## src/rtl/ram_access_master_if.sv

```systemverilog
// CPU-side request/response and byte-wide RAM signals of ram_access_master.
// The master modport is the block itself; slave is the CPU plus RAM side.
interface ram_access_master_if #(
    parameter int WIDTH_ADDRESS = 20,
    parameter int WIDTH_DATA    = 8
);
    logic                     req_valid;
    logic                     req_ready;
    logic                     req_write;
    logic                     req_word;
    logic [WIDTH_ADDRESS-1:0] req_address;
    logic [15:0]              req_wdata;
    logic                     resp_valid;
    logic [15:0]              resp_rdata;
    logic                     resp_error;
    logic                     ram_read_enable;
    logic [WIDTH_ADDRESS-1:0] ram_read_address;
    logic [WIDTH_DATA-1:0]    ram_read_data;
    logic                     ram_write_enable;
    logic [WIDTH_ADDRESS-1:0] ram_write_address;
    logic [WIDTH_DATA-1:0]    ram_write_data;

    modport master (
        input  req_valid, req_write, req_word, req_address, req_wdata, ram_read_data,
        output req_ready, resp_valid, resp_rdata, resp_error,
        output ram_read_enable, ram_read_address,
        output ram_write_enable, ram_write_address, ram_write_data
    );

    modport slave (
        output req_valid, req_write, req_word, req_address, req_wdata, ram_read_data,
        input  req_ready, resp_valid, resp_rdata, resp_error,
        input  ram_read_enable, ram_read_address,
        input  ram_write_enable, ram_write_address, ram_write_data
    );
endinterface

```

## src/rtl/ram_access_master.sv

```systemverilog
// Splits 8086-style byte/word requests into one or two byte-wide RAM accesses.
// Optional macro RAM_ACCESS_MASTER_ALIGN_CHECK_EN rejects odd-address word requests.
module ram_access_master #(
    parameter int WIDTH_ADDRESS = 20,
    parameter int WIDTH_DATA    = 8,    // must be 8
    parameter int READ_LATENCY  = 1     // 1..4
) (
    input  logic                clock,
    input  logic                reset,
    ram_access_master_if.master bus
);
    typedef enum logic [2:0] {
        IDLE, WR_LO, WR_HI, RD_LO, WAIT_LO, RD_HI, WAIT_HI, RESP
    } state_t;

    localparam logic [2:0] LAT_LAST = 3'(READ_LATENCY - 1);

    state_t                   r_state;
    state_t                   w_state_next;
    logic                     r_word;
    logic [WIDTH_ADDRESS-1:0] r_address;
    logic [7:0]               r_wdata_hi;
    logic [2:0]               r_wait_cnt;
    logic [7:0]               r_rdata_lo;
    logic [15:0]              r_resp_rdata;
    logic [WIDTH_ADDRESS-1:0] r_ram_read_address;
    logic [WIDTH_ADDRESS-1:0] r_ram_write_address;
    logic [WIDTH_DATA-1:0]    r_ram_write_data;
    logic                     w_req_ready;
    logic                     w_resp_valid;
    logic                     w_rd_en;
    logic                     w_wr_en;
    logic                     w_accept;
    logic                     w_reject;
    logic                     w_wait_done;

`ifdef RAM_ACCESS_MASTER_ALIGN_CHECK_EN
    logic r_resp_error;
    assign w_reject        = bus.req_word & bus.req_address[0];
    assign bus.resp_error  = w_resp_valid & r_resp_error;
`else
    assign w_reject        = 1'b0;
    assign bus.resp_error  = 1'b0;
`endif

    assign w_accept    = w_req_ready & bus.req_valid;
    assign w_wait_done = (r_wait_cnt == LAT_LAST);

    // NOTE: every output of this block gets a default first so no path can infer a latch.
    always_comb begin
        w_state_next = r_state;
        w_req_ready  = 1'b0;
        w_resp_valid = 1'b0;
        w_rd_en      = 1'b0;
        w_wr_en      = 1'b0;
        case (r_state)
            IDLE: begin
                w_req_ready = 1'b1;
                if (bus.req_valid) begin
                    if (w_reject)           w_state_next = RESP;
                    else if (bus.req_write) w_state_next = WR_LO;
                    else                    w_state_next = RD_LO;
                end
            end
            WR_LO: begin
                w_wr_en      = 1'b1;
                w_state_next = r_word ? WR_HI : RESP;
            end
            WR_HI: begin
                w_wr_en      = 1'b1;
                w_state_next = RESP;
            end
            RD_LO: begin
                w_rd_en      = 1'b1;
                w_state_next = WAIT_LO;
            end
            WAIT_LO: if (w_wait_done) w_state_next = r_word ? RD_HI : RESP;
            RD_HI: begin
                w_rd_en      = 1'b1;
                w_state_next = WAIT_HI;
            end
            WAIT_HI: if (w_wait_done) w_state_next = RESP;
            RESP: begin
                w_resp_valid = 1'b1;
                w_state_next = IDLE;
            end
            default: w_state_next = IDLE;
        endcase
    end

    // NOTE: all state is updated with non-blocking assignments so every flop sees pre-edge values.
    always_ff @(posedge clock or negedge reset) begin
        if (!reset) r_state <= IDLE;
        else        r_state <= w_state_next;
    end

    always_ff @(posedge clock or negedge reset) begin
        if (!reset) begin
            r_word              <= 1'b0;
            r_address           <= '0;
            r_wdata_hi          <= '0;
            r_wait_cnt          <= '0;
            r_rdata_lo          <= '0;
            r_resp_rdata        <= '0;
            r_ram_read_address  <= '0;
            r_ram_write_address <= '0;
            r_ram_write_data    <= '0;
`ifdef RAM_ACCESS_MASTER_ALIGN_CHECK_EN
            r_resp_error        <= 1'b0;
`endif
        end else begin
            if (w_accept) begin
                r_word     <= bus.req_word;
                r_address  <= bus.req_address;
                r_wdata_hi <= bus.req_wdata[15:8];
`ifdef RAM_ACCESS_MASTER_ALIGN_CHECK_EN
                r_resp_error <= w_reject;
`endif
                if (!w_reject) begin
                    if (bus.req_write) begin
                        r_ram_write_address <= bus.req_address;
                        r_ram_write_data    <= bus.req_wdata[7:0];
                    end else begin
                        r_ram_read_address  <= bus.req_address;
                    end
                end
            end

            // High byte goes to the next address, wrapping past all-ones.
            if (r_state == WR_LO && r_word) begin
                r_ram_write_address <= r_address + 1'b1;
                r_ram_write_data    <= r_wdata_hi;
            end
            if (r_state == WAIT_LO && w_wait_done && r_word)
                r_ram_read_address <= r_address + 1'b1;

            if ((r_state == WAIT_LO || r_state == WAIT_HI) && !w_wait_done)
                r_wait_cnt <= r_wait_cnt + 1'b1;
            else
                r_wait_cnt <= '0;

            if (r_state == WAIT_LO && w_wait_done) begin
                r_rdata_lo <= bus.ram_read_data;
                if (!r_word) r_resp_rdata <= {8'h00, bus.ram_read_data};
            end
            if (r_state == WAIT_HI && w_wait_done)
                r_resp_rdata <= {bus.ram_read_data, r_rdata_lo};
        end
    end

    assign bus.req_ready         = w_req_ready & reset;
    assign bus.resp_valid        = w_resp_valid;
    assign bus.resp_rdata        = r_resp_rdata;
    assign bus.ram_read_enable   = w_rd_en;
    assign bus.ram_read_address  = r_ram_read_address;
    assign bus.ram_write_enable  = w_wr_en;
    assign bus.ram_write_address = r_ram_write_address;
    assign bus.ram_write_data    = r_ram_write_data;
endmodule

```

## src/flat_wrapper.sv

```systemverilog
// flat-port wrapper written by rule: the top's interface ports become plain ports
module ram_access_master_flat 
#(
    parameter int WIDTH_ADDRESS = 20,
    parameter int WIDTH_DATA    = 8,                
    parameter int READ_LATENCY  = 1            
)
  (clock, reset, bus_req_valid, bus_req_write, bus_req_word, bus_req_address, bus_req_wdata, bus_ram_read_data, bus_req_ready, bus_resp_valid, bus_resp_rdata, bus_resp_error, bus_ram_read_enable, bus_ram_read_address, bus_ram_write_enable, bus_ram_write_address, bus_ram_write_data);
  ram_access_master_if #(.WIDTH_ADDRESS(WIDTH_ADDRESS), .WIDTH_DATA(WIDTH_DATA)) bus_i ();
  input  logic clock;
  input  logic reset;
  input wire logic [$bits(bus_i.req_valid)-1:0] bus_req_valid;
  input wire logic [$bits(bus_i.req_write)-1:0] bus_req_write;
  input wire logic [$bits(bus_i.req_word)-1:0] bus_req_word;
  input wire logic [$bits(bus_i.req_address)-1:0] bus_req_address;
  input wire logic [$bits(bus_i.req_wdata)-1:0] bus_req_wdata;
  input wire logic [$bits(bus_i.ram_read_data)-1:0] bus_ram_read_data;
  output wire logic [$bits(bus_i.req_ready)-1:0] bus_req_ready;
  output wire logic [$bits(bus_i.resp_valid)-1:0] bus_resp_valid;
  output wire logic [$bits(bus_i.resp_rdata)-1:0] bus_resp_rdata;
  output wire logic [$bits(bus_i.resp_error)-1:0] bus_resp_error;
  output wire logic [$bits(bus_i.ram_read_enable)-1:0] bus_ram_read_enable;
  output wire logic [$bits(bus_i.ram_read_address)-1:0] bus_ram_read_address;
  output wire logic [$bits(bus_i.ram_write_enable)-1:0] bus_ram_write_enable;
  output wire logic [$bits(bus_i.ram_write_address)-1:0] bus_ram_write_address;
  output wire logic [$bits(bus_i.ram_write_data)-1:0] bus_ram_write_data;
  assign bus_i.req_valid = bus_req_valid;
  assign bus_i.req_write = bus_req_write;
  assign bus_i.req_word = bus_req_word;
  assign bus_i.req_address = bus_req_address;
  assign bus_i.req_wdata = bus_req_wdata;
  assign bus_i.ram_read_data = bus_ram_read_data;
  assign bus_req_ready = bus_i.req_ready;
  assign bus_resp_valid = bus_i.resp_valid;
  assign bus_resp_rdata = bus_i.resp_rdata;
  assign bus_resp_error = bus_i.resp_error;
  assign bus_ram_read_enable = bus_i.ram_read_enable;
  assign bus_ram_read_address = bus_i.ram_read_address;
  assign bus_ram_write_enable = bus_i.ram_write_enable;
  assign bus_ram_write_address = bus_i.ram_write_address;
  assign bus_ram_write_data = bus_i.ram_write_data;
  ram_access_master #(.WIDTH_ADDRESS(WIDTH_ADDRESS), .WIDTH_DATA(WIDTH_DATA), .READ_LATENCY(READ_LATENCY)) u_core (.clock(clock), .reset(reset), .bus(bus_i));
endmodule
```

## config.mk

```make
export PLATFORM = sky130hd
export DESIGN_NAME = ram_access_master_flat
export DESIGN_NICKNAME = d
export VERILOG_FILES = /design/src/rtl/ram_access_master_if.sv /design/src/rtl/ram_access_master.sv /design/src/flat_wrapper.sv
export SDC_FILE = /design/constraint.sdc
export NUM_CORES = 1
export LEC_CHECK = 0
export BUFFER_PORTS_ARGS = -buffer_cell sky130_fd_sc_hd__buf_2
export CAP_MARGIN = 20
export CORE_MARGIN = 3
export CORE_UTILIZATION = 53
export CTS_CLUSTER_DIAMETER = 150
export CTS_CLUSTER_SIZE = 25
export DETAILED_ROUTE_END_ITERATION = 10
export PLACE_DENSITY = 0.92
export SETUP_SLACK_MARGIN = 0.3
export SLEW_MARGIN = 0
export SYNTH_ARGS = -nofsm -noshare
export SYNTH_HDL_FRONTEND = slang
export SYNTH_SLANG_ARGS = --single-unit
```

## constraint.sdc

```tcl
create_clock -name clock -period 1.96 [get_ports clock]
set_input_delay 0.392 -clock clock [delete_from_list [all_inputs] [get_ports clock]]
set_output_delay 0.392 -clock clock [all_outputs]
set_load 0.05 [all_outputs]
```

==> results.json, run 1 <==
{
  "run_status": "finished, violations left",
  "failed_checks": "DRC",
  "cpMaxStageDelayCell": "dfrtp_1",
  "routed_wl_mm": 18.76,
  "drv_cap": 0,
  "start_util": 0.5591,
  "cp-end-kind": "flop",
  "cp_top_family": "simple AND/OR/NAND/NOR gates",
  "rsz0062_at_grt": "true",
  "numPortBuffers": 116,
  "vdd_drop_max_v": 0.0009946,
  "synth_edf_count": 0,
  "route.detailed.drc": 1,
  "fmax_mhz": 525.7,
  "cts_hold_buffers": 0,
  "pre_cts_ws_ns": -0.01574,
  "placed_cells": 626,
  "die_y_um": 100.3,
  "slowest_delay_ns": 0.44,
  "vias": 4638,
  "diodes": 0,
  "postSynthAreaPerCell_um2": 11.35,
  "n_fill_cell": 411,
  "async_reset_ff_frac": 1.000,
  "area_growth_pct": 48.78,
  "leakage_uw": 0.003272,
  "postRouteAntennaNets": 0,
  "rrSetupSlack_ns": 0.06,
  "grtUsageTotal": 0.2891,
  "worstMarginPinSlew_ns": 0.6130,
  "drt-initial-drc-count": 395,
  "firstDrtPassIters": 10,
  "crit_type": "flop to flop",
  "fin_util": 0.8318,
  "grt_overflow": 0,
  "r2r-start": "u_core.r_state[1]",
  "setup-violations-final": 0,
  "finalCritPeriodShare": 0.9706,
  "wl_per_cell_um": 27.04,
  "die_x_um": 100.3,
  "num_rows": 33,
  "netlist_area_um2": 4710,
  "crit_top_cell": "buf_6",
  "core_area_um2": 8423,
  "grt_first_pass_wirelength_mm": 22.49,
  "path_buf_inv": 3,
  "final.min_clock_period_ns": 1.902,
  "fin_ws_ns": 0.05763,
  "ys_ff_latch": 107,
  "numCtsBuffers": 9,
  "synth_nets": 467,
  "drv_slew": 0,
  "dp_hpwl_mm": 7.918,
  "final_area_um2": 7007,
  "arrival_ns": 2.16,
  "hold_viol_final": 0,
  "clk_pin_slew_ns": 0.11,
  "ys_warn_count": 0,
  "fin_skew_ns": 0.02051,
  "clock-root-buffer": "clkbuf_8",
  "cts.sinks": 107,
  "synth_ff_type": "dfrtp_1",
  "htree_num_levels": 3,
  "powerDensity_nw_per_um2": 1921,
  "grt_pass1_vias": 4252,
  "setup-tns-final_ns": 0,
  "nets": 637,
  "cts_tree": "done",
  "gp_congestion": 0.8550,
  "hp-class": "input pin to asynchronous set/reset pin",
  "synthCells": 415,
  "reg2reg_to": "u_core.bus.ram_read_address[11]",
  "drive_above_1_share": 0.5314,
  "path_cells": "buf_6 > nor4b_4 > buf_6 > nor2b_4 > nor2_4 > buf_6 > a22oi_2 > o21ai_1",
  "dpl_cell_area_um2": 5483,
  "ios": 118,
  "r2r_cells": 8,
  "grt_max_degree": 108,
  "crit_fanout": 5,
  "critPathLaunchType": "flop",
  "instances_no_fill": 694,
  "maxSlewHeadroom": 0.5914,
  "insertion_delay_ns": 0.39,
  "cp.depth": 8,
  "yosysUniqueCellTypes": 38,
  "cts_buffer_depth": 2,
  "synth-seq-area-share": 0.5685,
  "antenna_found_initial": 0,
  "die_area_um2": 10050,
  "via_per_inst": 6.683,
  "worst_ep_required_time_ns": 2.21
}
-- cells in the final DEF, fill, tap and decap left out, types with 3 or more instances in the layout --
master | synthesis | final
mux2_4 | 0 | 34
a22o_1 | 8 | 8
dfrtp_2 | 0 | 3
nand2_1 | 34 | 22
clkbuf_16 | 0 | 4
dfrtp_1 | 107 | 104
clkbuf_8 | 0 | 9
buf_4 | 1 | 24
buf_16 | 0 | 4
a22oi_2 | 0 | 30
xnor2_2 | 0 | 3
and3_1 | 5 | 4
a31oi_1 | 7 | 5
nand2_2 | 0 | 8
nand3_1 | 8 | 7
nand4_1 | 5 | 5
buf_6 | 1 | 28
nor2_4 | 0 | 4
o21ai_2 | 0 | 3
nand2_4 | 0 | 4
buf_12 | 0 | 8
buf_2 | 14 | 111
xor2_1 | 8 | 8
buf_8 | 0 | 4
o21ai_1 | 11 | 40
nor2_1 | 30 | 24
inv_1 | 6 | 6
a221o_1 | 5 | 5
xnor2_1 | 13 | 10
mux2i_1 | 8 | 7
and2_4 | 0 | 4
-- worst max path at each step --
| stage | end | startpoint |
|---|---|---|
| 2_1_floorplan | bus_req_ready | u_core.r_state[1] |
| 3_3_place_gp | u_core.bus.ram_write_address[2] | u_core.r_state[2] |
| 3_5_place_dp | u_core.bus.ram_write_address[5] | u_core.r_state[2] |
| 4_1_cts | bus_req_ready | u_core.r_state[2] |
| 5_1_grt | u_core.bus.ram_read_address[11] | u_core.r_state[1] |
| 6_report | u_core.bus.ram_read_address[11] | u_core.r_state[1] |
-- per-layer routing --
layer | up-vias | track usage | share of wire | wire length, um
met5 | - | 0 | 0 | 0
met4 | 0 | 0.1606 | 0.070 | 1309
met3 | 124 | 0.05073 | 0.13 | 2353
met2 | 438 | 0.4587 | 0.45 | 8459
met1 | 2235 | 0.3773 | 0.35 | 6642
li1 | 1841 | - | - | -
-- timing repair --
action	in CTS	in global routing
pin swaps	5	42
hold endpoints to repair	0	0
buffers inserted	18	21
resized for setup	73	144
gates cloned	8	6
endpoints found under the setup margin	63	105
-- through the flow --
stage          hold WS [ns]  total power [uW]
4_1_cts              0.1377             11880
3_3_place_gp         0.4450              9493
5_1_grt              0.1043             13850
6_report            0.03908             13460
3_5_place_dp         0.4655              9725
2_1_floorplan       0.09641              8260
-- final cells by class --
| cell class | instances | area (um2) | area share |
|---|---|---|---|
| inverters | 6 | 22.52 | 0.003214 |
| multi-input cells | 277 | 2444 | 0.3487 |
| well taps | 105 | 131.4 | 0.01875 |
| flip-flops and latches | 107 | 2681 | 0.3827 |
| repair buffers | 184 | 1514 | 0.2161 |
| clock inverters | 5 | 86.33 | 0.01232 |
| clock buffers | 10 | 127.6 | 0.01821 |
-- cell usage after synthesis, drive strengths merged, types with 3 or more instances --
cell type | instances | share of area
dfrtp | 107 | 0.57
a221o | 5 | 0.011
nor3b | 3 | 0.0048
and2 | 5 | 0.0066
mux2i | 8 | 0.017
a21oi | 3 | 0.0032
a22oi | 32 | 0.051
nand2 | 34 | 0.027
nor2 | 30 | 0.024
a31oi | 7 | 0.0093
ha | 3 | 0.0080
o22ai | 3 | 0.0040
xor2 | 8 | 0.015
and3 | 5 | 0.0066
nand3 | 8 | 0.0085
xnor2 | 13 | 0.024
and4 | 3 | 0.0056
o21ai | 44 | 0.047
mux2 | 34 | 0.081
nand4 | 5 | 0.0066
clkbuf | 10 | 0.0080
a22o | 8 | 0.015
inv | 6 | 0.0048
buf | 17 | 0.020
-- logic make-up (layout without fill, tap and decap cells) --
group,after synthesis,after routing,synth area share
DFF,107,107,0.5685
adders and majority gates,3,3,0.007971
other,1,1,0.0007963
buffers and inverters,33,205,0.03241
AOI/OAI and AO/OA,103,103,0.1416
xor gates and xnor gates,21,21,0.03905
and+or+nand+nor,105,107,0.1113
muxes,42,42,0.09830
-- registers in the layout, indices dropped and copies added (netlist names) --
signal                        count
u_core.bus.ram_read_address      20
u_core.bus.ram_write_address     20
u_core.r_address                 20
u_core.bus.resp_rdata            16
u_core.bus.ram_write_data         8
u_core.r_rdata_lo                 8
u_core.r_wdata_hi                 8
u_core.r_state                    3
u_core.r_wait_cnt                 3
u_core.r_word                     1
-- where the power goes --
| group | total, uW | internal [uW] | switching, uW | leakage (uW) |
|---|---|---|---|---|
| Combinational | 7570 | 2820 | 4750 | 0.00187 |
| Clock | 1550 | 724 | 821 | 0.000107 |
| Sequential | 4340 | 3260 | 1080 | 0.00130 |
| Total | 13500 | 6810 | 6650 | 0.00327 |
(Power assumes the default switching activity.)
==> run 2, diff against run 1 <==
--- a/config.mk
+++ b/config.mk
@@ -5,7 +5,7 @@
 export SDC_FILE = /design/constraint.sdc
 export NUM_CORES = 1
 export LEC_CHECK = 0
-export BUFFER_PORTS_ARGS = -buffer_cell sky130_fd_sc_hd__buf_2
+export BUFFER_PORTS_ARGS = -buffer_cell sky130_fd_sc_hd__clkbuf_2
 export CAP_MARGIN = 20
 export CORE_MARGIN = 3
 export CORE_UTILIZATION = 53
==> run 2 against run 1 <==
Compared with the run above:
- the run now ends clean
- hold slack improved by 0.047 ns
- clock-buffer cell count rose by 1
- clock skew decreased by 0.0097 ns
- sequential share of layout area rose by 1.2 points
- non-clock buffer count decreased by 6
- final cell count decreased by 0.72%
==> results.json, run 2 (synthesis gave the netlist of run 1 again) <==
{
  "powerDensity_nw_per_um2": 1880,
  "die_x_um": 100.3,
  "route.met2.wl_mm": 7.960,
  "crit_type": "flop to flop",
  "vias": 4454,
  "insertion_delay_ns": 0.38,
  "placed_cells": 627,
  "cts_buffer_depth": 2,
  "n_fill_cell": 446,
  "numCtsBuffers": 9,
  "num_rows": 33,
  "final.min_clock_period_ns": 1.912,
  "clk_pin_slew_ns": 0.10,
  "run_status": "finished clean",
  "wl_per_cell_um": 24.27,
  "top_layer_used": "met4",
  "cpMaxStageDelayCell": "dfrtp_2",
  "pre_cts_ws_ns": 0.04980,
  "worst_ep_required_time_ns": 2.26,
  "instances_no_fill": 689,
  "slowest_delay_ns": 0.43,
  "diodes": 0,
  "cts.sinks": 107,
  "cts_hold_buffers": 0,
  "fin_ws_ns": 0.04825,
  "crit_fanout": 6,
  "vdd_drop_max_v": 0.001122,
  "clock-root-buffer": "clkbuf_8",
  "mostFrequentLayoutCells": "111 x clkbuf_2, 100 x dfrtp_1, 40 x o21ai_1, 31 x a22oi_2, 27 x buf_4",
  "grt_overflow": 0,
  "rsz0062_at_grt": "true",
  "hp-class": "input pin to asynchronous set/reset pin",
  "fin_skew_ns": 0.01083,
  "arrival_ns": 2.22,
  "route.detailed.drc": 0,
  "start_util": 0.5591,
  "antenna_found_initial": 0,
  "area_growth_pct": 44.37,
  "drv_slew": 0,
  "wl_met1_mm": 6.424,
  "die_y_um": 100.3,
  "dp_hpwl_mm": 7.954,
  "ios": 118,
  "postRouteAntennaNets": 0,
  "layout_commonest_cell": "clkbuf_2",
  "routed_wl_mm": 16.72,
  "hold_viol_final": 0,
  "worstMarginPinSlew_ns": 0.5785,
  "grt_pass1_vias": 4141,
  "setup-violations-final": 0,
  "nets": 631,
  "wl_met3_mm": 1.552,
  "core_area_um2": 8423,
  "finalCritPeriodShare": 0.9754,
  "gp_congestion": 0.8704,
  "grt_first_pass_wirelength_mm": 21.16,
  "grt_max_degree": 108,
  "cp-end-kind": "flop",
  "via_per_inst": 6.464,
  "htree_num_levels": 3,
  "drive_above_1_share": 0.5325,
  "numPortBuffers": 116,
  "leakage_uw": 0.003137,
  "die_area_um2": 10050,
  "critPathLaunchType": "flop",
  "path_cells": "buf_6 > nor4b_4 > buf_4 > buf_6 > and2_4 > buf_12 > buf_12 > a22oi_1 > o21ai_1",
  "grtUsageTotal": 0.2675,
  "fmax_mhz": 523.1,
  "cts_tree": "done",
  "drt-initial-drc-count": 420,
  "maxSlewHeadroom": 0.6143,
  "firstDrtPassIters": 6,
  "drv_cap": 0
}
-- run 2: cell types whose count changed in the layout (fill, tap and decap cells not counted), sizes merged --
| cell | before | now |
|---|---|---|
| buf | 179 | 59 |
| bufinv | 2 | 0 |
| clkbuf | 14 | 129 |
| clkinv | 2 | 0 |
| clkinvlp | 0 | 4 |
-- run 2: final cells by class --
| cell class | instances | area [um2] | area share |
|---|---|---|---|
| well taps | 105 | 131.4 | 0.01932 |
| inverters | 6 | 22.52 | 0.003312 |
| flip-flops and latches | 107 | 2686 | 0.3951 |
| repair buffers | 178 | 1405 | 0.2067 |
| clock inverters | 5 | 38.79 | 0.005705 |
| clock buffers | 11 | 131.4 | 0.01932 |
| multi-input cells | 277 | 2384 | 0.3506 |
-- run 2: critical path: cells and delay by family, from the launching register on --
kind,cells,cell delay [ns]
flops,1,0.43
simple gates,2,0.53
compound gates,2,0.16
buf+inv,5,0.73
-- run 2: worst paths after layout --
check / from / end / slack [ns] / depth (start not counted)
max: u_core.r_state[1] / u_core.bus.ram_write_address[14] / 0.05 / 9
min: reset / u_core.bus.resp_rdata[10] / 0.09 / 2
max reg2reg: u_core.r_state[1] / u_core.bus.ram_write_address[14] / 0.05 / 9
min reg2reg: u_core.bus.resp_rdata[4] / u_core.bus.resp_rdata[4] / 0.49 / 2
max in group asynchronous: reset / u_core.bus.ram_write_address[18] / 1.42 / 2
min in group clock: bus_req_wdata[11] / u_core.r_wdata_hi[3] / 0.25 / 2
-- run 2: timing repair --
item	in CTS	in global routing
endpoints found under the setup margin	64	104
pin swaps	6	50
gates resized for setup	85	119
buffers inserted	17	19
cloned	4	6
-- run 2: per-layer routing --
layer	vias up	global-route usage
met1	2203	0.3522
met4	0	0.1295
met5	-	0
met2	338	0.4388
met3	83	0.03475
li1	1830	-
-- run 2: through the flow --
| stage | setup TNS (ns) | instance area, um2 | power (uW) | hold WS, ns | util |
|---|---|---|---|---|---|
| after floorplan | 0 | 4752 | 8260 | 0.09641 | - |
| after global placement | 0 | 5478 | 9485 | 0.4453 | 0.6503 |
| after detailed placement | 0 | 5478 | 9705 | 0.4711 | 0.6503 |
| after CTS | 0 | 6116 | 11610 | 0.1378 | 0.7261 |
| after global routing | -0.01179 | 6799 | 13260 | 0.1253 | 0.8072 |
| final | 0 | 6799 | 12780 | 0.08607 | 0.8072 |
-- run 2: power breakdown --
group	internal, uW	switching (uW)	leakage (uW)
registers	3280	1030	0.00129
logic	2660	4550	0.00177
clock network	469	794	0.0000722
total	6410	6370	0.00314
